--- src/rtl/pattern_gen.sv ---
// Video test-pattern generator: dot grid, checkerboard, colour bars, solid.
// Mode changes and horizontal scroll take effect only at frame_start. Colour
// is produced by a 2-stage registered pipeline (x/y/de -> colour latency 2).
module pattern_gen #(
    parameter int          CELL_LOG2   = 2,
    parameter logic [3:0]  FG_R        = 4'hF,
    parameter logic [3:0]  FG_G        = 4'hF,
    parameter logic [3:0]  FG_B        = 4'hF,
    parameter logic [3:0]  BG_R        = 4'h0,
    parameter logic [3:0]  BG_G        = 4'h0,
    parameter logic [3:0]  BG_B        = 4'h0,
    parameter int          SCROLL_STEP = 1,
    parameter logic [1:0]  RESET_MODE  = 2'd0
) (
    input  logic       clk,
    input  logic       rst_n,
    input  logic [9:0] x,
    input  logic [9:0] y,
    input  logic       de,
    input  logic       frame_start,
    input  logic [1:0] mode_req,
    input  logic       mode_valid,
    input  logic       scroll_en,
    output logic [3:0] red,
    output logic [3:0] green,
    output logic [3:0] blue,
    output logic       de_out,
    output logic [1:0] mode,
    output logic       mode_ack
);

    localparam logic [9:0] STEP      = 10'(SCROLL_STEP);
    localparam logic [9:0] CELL_MASK = 10'((1 << CELL_LOG2) - 1);

    // Frame-synchronous control state
    logic [1:0] r_mode;
    logic [1:0] r_pend_mode;
    logic       r_pend;
    logic       r_ack;
    logic [9:0] r_offset;

    // Stage 1 pixel snapshot
    logic [9:0] r_s1_xe;
    logic [9:0] r_s1_y;
    logic       r_s1_de;
    logic [1:0] r_s1_mode;

    // Stage 2 outputs
    logic [3:0] r_red;
    logic [3:0] r_green;
    logic [3:0] r_blue;
    logic       r_de_out;

    logic       w_apply;
    logic [1:0] w_new_mode;
    logic [9:0] w_xe;
    logic [2:0] w_bar;
    logic       w_dot;
    logic       w_check;
    logic [3:0] w_red;
    logic [3:0] w_green;
    logic [3:0] w_blue;
    logic       w_unused_y;

    // A same-cycle request at the boundary bypasses the pending register
    assign w_apply    = frame_start & (r_pend | mode_valid);
    assign w_new_mode = mode_valid ? mode_req : r_pend_mode;
    assign w_xe       = x + r_offset;
    assign w_bar      = r_s1_xe[9:7];
    assign w_dot      = ((r_s1_xe & CELL_MASK) == 10'd0) && ((r_s1_y & CELL_MASK) == 10'd0);
    assign w_check    = (r_s1_xe[CELL_LOG2] ^ r_s1_y[CELL_LOG2]) == 1'b0;
    assign w_unused_y = &{1'b0, r_s1_y[9:CELL_LOG2+1]};

    // Mode request capture, boundary apply, ack pulse and scroll offset
    always_ff @(posedge clk) begin
        if (!rst_n) begin
            r_mode      <= RESET_MODE;
            r_pend_mode <= 2'd0;
            r_pend      <= 1'b0;
            r_ack       <= 1'b0;
            r_offset    <= 10'd0;
        end else begin
            r_ack <= w_apply;
            if (frame_start) begin
                if (w_apply) begin
                    r_mode <= w_new_mode;
                end
                r_pend <= 1'b0;
            end else if (mode_valid) begin
                r_pend_mode <= mode_req;
                r_pend      <= 1'b1;
            end
            if (frame_start && scroll_en) begin
                r_offset <= r_offset + STEP;
            end
        end
    end

    // Stage 1: scrolled column, row, qualifier and per-pixel mode snapshot
    always_ff @(posedge clk) begin
        if (!rst_n) begin
            r_s1_xe   <= 10'd0;
            r_s1_y    <= 10'd0;
            r_s1_de   <= 1'b0;
            r_s1_mode <= 2'd0;
        end else begin
            r_s1_xe   <= w_xe;
            r_s1_y    <= y;
            r_s1_de   <= de;
            r_s1_mode <= r_mode;
        end
    end

    // Pattern colour selection from the stage-1 snapshot
    always_comb begin
        w_red   = BG_R;
        w_green = BG_G;
        w_blue  = BG_B;
        case (r_s1_mode)
            2'd0: if (w_dot) begin
                w_red = FG_R; w_green = FG_G; w_blue = FG_B;
            end
            2'd1: if (w_check) begin
                w_red = FG_R; w_green = FG_G; w_blue = FG_B;
            end
            2'd2: begin
                w_red   = {4{w_bar[2]}};
                w_green = {4{w_bar[1]}};
                w_blue  = {4{w_bar[0]}};
            end
            default: begin
                w_red = FG_R; w_green = FG_G; w_blue = FG_B;
            end
        endcase
        if (!r_s1_de) begin
            w_red   = 4'd0;
            w_green = 4'd0;
            w_blue  = 4'd0;
        end
    end

    // Stage 2: registered colour and aligned de
    always_ff @(posedge clk) begin
        if (!rst_n) begin
            r_red    <= 4'd0;
            r_green  <= 4'd0;
            r_blue   <= 4'd0;
            r_de_out <= 1'b0;
        end else begin
            r_red    <= w_red;
            r_green  <= w_green;
            r_blue   <= w_blue;
            r_de_out <= r_s1_de;
        end
    end

    assign red      = r_red;
    assign green    = r_green;
    assign blue     = r_blue;
    assign de_out   = r_de_out;
    assign mode     = r_mode;
    assign mode_ack = r_ack;

endmodule

--- config.mk ---
export PLATFORM = sky130hd
export DESIGN_NAME = pattern_gen
export DESIGN_NICKNAME = d
export VERILOG_FILES = /design/src/rtl/pattern_gen.sv
export SDC_FILE = /design/constraint.sdc
export NUM_CORES = 1
export LEC_CHECK = 0
export ABC_AREA = 1
export ABC_CLOCK_PERIOD_IN_PS = 2200
export CAP_MARGIN = 20
export CORE_MARGIN = 2
export CORE_UTILIZATION = 54
export CTS_BUF_LIST = sky130_fd_sc_hd__clkbuf_8
export DETAILED_ROUTE_END_ITERATION = 12
export HOLD_SLACK_MARGIN = 0.03
export PLACE_DENSITY = 0.95
export SLEW_MARGIN = 30
export SYNTH_ARGS = -nofsm -noshare
export SYNTH_HDL_FRONTEND = slang
export SYNTH_SLANG_ARGS = --single-unit
--- constraint.sdc ---
create_clock -name clk -period 2.2 [get_ports clk]
set_clock_uncertainty 0.1 [all_clocks]
set_input_delay 0.22 -clock clk [delete_from_list [all_inputs] [get_ports clk]]
set_output_delay 0.22 -clock clk [all_outputs]
set_load 0.02 [all_outputs]
# Word-level counts from Yosys, hierarchy flattened
# Index checks and enable logic that the tools add are counted.
[op_classes]
n_addsub = 2
n_eq_ne = 2
mux = 6
bitwise_logic = 4
n_reduce_logical = 8
[op_table]
columns = ["operator", "count"]
rows = [
  ["$pmux W4 S3", 3],
  ["$logic_not A10 Y1", 2],
  ["$add A10 B1 Y10 const B", 1],
  ["$add A10 B10 Y10", 1],
  ["$mux W4", 2],
  ["$reduce_and A2 Y1", 2],
  ["$eq A2 B1 Y1 const B", 1],
  ["$eq A2 B2 Y1 const B", 1],
  ["$logic_and A1 B1 Y1", 2],
  ["$logic_not A2 Y1", 1],
  ["$mux W2", 1],
  ["$reduce_or A2 Y1", 1],
  ["$and A1 B1 Y1", 1],
  ["$not A1 Y1", 1],
  ["$or A1 B1 Y1", 1],
  ["$xor A1 B1 Y1", 1],
]
[totals]
reg_bits = 45
input_bits = 28
out_inout_bits = 16
elab_cells = 35

# Depth between registers and ports, before layout
[logic_depth]
depth_word = 4
ltp_mapped = 10
ltp_nobuf = 10

# Least setup slack after synthesis
# Ideal clock, no wire load.
[synth_timing]
path_type = "register to register"
start = "register r_offset[0]"
end = "register r_s1_xe[8]"
setup_time_ns = 0.115
arrival_time_ns = 1.276
t_required_ns = 1.985
path_slack_ns = 0.709
stages_incl_launch_ff = 9
path_buffers = 0
synth_period_minus_slack_ns = 1.491
path_cell_list = "dfxtp_1 -> ha_1 -> fa_1 -> nand3_1 -> nand2_1 -> nand3_1 -> nand3_1 -> nand2_1 -> nor2_1"
[synth_between]
elab_chain_cells = 1
[synth_lines]
columns = ["element", "line", "text"]
rows = [
  ["from (decl)", "40", "logic [9:0] r_offset;"],
  ["from (signal assigned)", "94", "r_offset <= r_offset + STEP;"],
  ["$add A10 B10 Y10", "68", "assign w_xe = x + r_offset;"],
  ["to (signal assigned)", "107", "r_s1_xe <= w_xe;"],
  ["to (decl)", "43", "logic [9:0] r_s1_xe;"],
]
# Every way passes these cells.
# A chain may end at the register's enable or synchronous reset.

# Worst setup path in the final report
# Same ends and word-level chain as after synthesis.

==> run_results.csv <==
group,metric,value,unit
synthesis,netlist_area,1650,um2
timing,finalSetupViolCount,0,
placed_design,place_hpwl,2460,um
cts,hold_buffers,0,
worst_setup_path,required,2.27,ns
outcome,status,"completed",
route,wl,3200,um
timing,fmax,0.619,GHz
cts,clockBufferDepth,2,
cts,ctsResizeCount,0,
min_path,hp-class,"reg -> reg",
finish,area_delta_synth_final,26.7,%
placed_design,dp_cells,292,
grt,grt_pass1_vias,1436,
cts,htree_levels,2,
synthesis,synth_cell_types,23,
placed_design,place.gp.congestion,0.908,
cts,worst_skew_pair.late_latency,0.28,ns
finish,most-common-layout-cells,"50 x nand2_1, 46 x inv_1, 36 x clkdlybuf4s50_1",
worst_setup_path,crit_type,"reg -> reg",
min_path,min_to,"r_s1_mode[0]$_SDFF_PN0_",
route,vias,1484,
timing,tightest_slew,0.427,ns
worst_setup_path,max_stage_delay,0.40,ns
cts,cts_root_buf,"clkbuf_8",
flow_run,drv_cap,0,
synthesis,syn_avg_cell_area,7.10,um2
timing,maxSlewHeadroom,71.4,%
worst_setup_path,cp_slowest_cell,"fa_1",
power,max-vdd-ir-drop,0.504,mV
route,ant_nets,0,
worst_setup_path,reg2regPathDepth,8,
worst_setup_path,critPathArrivalTime,1.69,ns
synthesis,syn_nets,272,
timing,finalCriticalPeriod,1.61,ns
timing,fin_crit_sh,73.4,%
worst_setup_path,crit_top_cell,"nand3_1",
min_path,hold_depth,2,
route,drt_iter0_markers,37,
floorplan,initial_core_util,55.5,%
synthesis,synth_cells,233,
min_path,min_from,"mode[0]$_SDFFE_PN0P_",
synthesis,yosys_warnings,0,
worst_setup_path,r2r_setup_slack,0.59,ns
cts,cts.sinks,32,
grt,antenna_found_initial,0,
worst_setup_path,reg2reg_to,"r_s1_xe[8]$_SDFF_PN0_",
route,drtPass1Iterations,5,
grt,grt_use_total,21.1,%
floorplan,fp.dieH,59.3,um
worst_setup_path,cp_cell_sequence,"ha_1, fa_1, nand3_1, nand2_1, nand3_1, nand3_1, nand2_1, nor2_1",
worst_setup_path,crit_path_end_kind,"register",
timing,finalHoldViolCount,0,
power,p_leak,0.00108,uW
power,p_per_area,633,nW/um2
cts,cts_tree,"yes",
synthesis,synth-seq-cells,32,
timing,grt_setup_unrepaired,"no",
grt,use_met1,20.4,%
floorplan,io_pins,44,
cts,numCtsBuffers,5,
synthesis,synth-seq-area-share,38.7,%
grt,top_usage_layer,"met2",
worst_setup_path,path_max_fanout,5,
finish,drive_gt1_share,5.99,%
floorplan,die-area,3520,um2
placed_design,io_buffers,36,
finish,final_nets,305,
worst_setup_path,r2r_start,"r_offset[0]$_SDFFE_PN0P_",
cts,clk_transition_reported_paths,0.06,ns
grt,overflow,0,
route,vias_per_cell,4.95,
grt,grt_pass1_wl,5510,um
floorplan,row_count,20,
grt,met2_usage,37.7,%
timing,finalMaxSlewViolations,0,
route,wl_per_cell,10.7,um
route,drc,0,
cts,postCtsSetupBuffers,0,
grt,grt_util_met3,7.21,%
grt,grt_max_degree,13,
timing,setup-tns-final,0,ns
worst_setup_path,cp-start-kind,"register",
floorplan,core,2980,um2
floorplan,chipWidth,59.3,um
finish,final_common_cell,"nand2_1",
finish,fin_cells,300,
finish,diodes,0,
-- area by class of cell --
| type | instances | area, um2 |
|---|---|---|
| sequential | 32 | 641 |
| timing repair buffer | 37 | 368 |
| clock inverter | 3 | 38.8 |
| multi-input combinational | 144 | 766 |
| clock buffer | 5 | 68.8 |
| fill | 232 | 882 |
| inverter | 46 | 173 |
| tap | 33 | 41.3 |
-- worst max path at each step --
| stage | startpoint | to | slack [ns] |
|---|---|---|---|
| after floorplan | r_offset[0]$_SDFFE_PN0P_ | r_s1_xe[8]$_SDFF_PN0_ | 0.71 |
| after global placement | x[0] | r_s1_xe[8]$_SDFF_PN0_ | 0.33 |
| after detailed placement | x[0] | r_s1_xe[8]$_SDFF_PN0_ | 0.29 |
| after CTS | r_offset[0]$_SDFFE_PN0P_ | r_s1_xe[8]$_SDFF_PN0_ | 0.59 |
| after global routing | r_offset[0]$_SDFFE_PN0P_ | r_s1_xe[8]$_SDFF_PN0_ | 0.47 |
| final | r_offset[0]$_SDFFE_PN0P_ | r_s1_xe[8]$_SDFF_PN0_ | 0.59 |
-- report_power, final --
group          switching (uW)  internal (uW)  total [uW]
combinational            82.3           83.3         166
clock                     208            331         539
sequential               14.5            606         621
-- critical path, delay by kind of cell (launching register included) --
kind	cells	cell delay, ns
simple gates	6	0.43
fa+ha+maj	2	0.62
flops	1	0.36
-- flip-flops by register name (all words and copies together), names as in the netlist --
| register | cells |
|---|---|
| r_offset | 10 |
| r_s1_xe | 6 |
| r_s1_y | 3 |
| mode | 2 |
| r_pend_mode | 2 |
| r_s1_mode | 2 |
| blue | 1 |
| de_out | 1 |
| green | 1 |
| mode_ack | 1 |
| r_pend | 1 |
| r_s1_de | 1 |
| red | 1 |
-- cells in the mapped netlist, drive strengths merged --
cell type | instances | area, um2
nand3 | 15 | 75.1
dfxtp | 32 | 641
ha | 10 | 125
o21bai | 1 | 11.3
nor3 | 2 | 15.0
nor2 | 25 | 104
clkbuf | 2 | 7.51
a21oi | 13 | 65.1
buf | 9 | 67.6
inv | 46 | 173
o21a | 1 | 7.51
fa | 1 | 20.0
nand4 | 2 | 12.5
nand2 | 53 | 211
xnor2 | 3 | 26.3
o22ai | 2 | 12.5
o21ai | 16 | 80.1
-- kinds of logic after synthesis --
| group | after synthesis | synth area share (%) |
|---|---|---|
| and+or+nand+nor | 97 | 25.3 |
| AOI/OAI and AO/OA | 33 | 10.7 |
| DFF | 32 | 38.7 |
| buffers and inverters | 57 | 15.0 |
| adders and majority gates | 11 | 8.77 |
| xor gates and xnor gates | 3 | 1.59 |
-- per-layer routing --
| layer | routed length (um) | share of wire (%) |
|---|---|---|
| met5 | 0 | 0 |
| met4 | 101 | 3.2 |
| met3 | 158 | 4.9 |
| met2 | 1630 | 51 |
| met1 | 1310 | 41 |
-- through the flow --
stage | total power [uW] | utilization [%] | instance area, um2 | hold slack, ns | worst slack (ns)
detailed placement | 799 | 66.8 | 1990 | 0.348 | 0.292
global placement | 793 | 66.8 | 1990 | 0.333 | 0.328
floorplan | 723 | - | 1650 | 0.199 | 0.709
CTS | 1340 | 70.4 | 2100 | 0.360 | 0.588
finish | 1330 | 70.4 | 2100 | 0.356 | 0.586
global route | 1390 | 70.4 | 2100 | 0.357 | 0.468
Power figures use the tool's default switching activity.
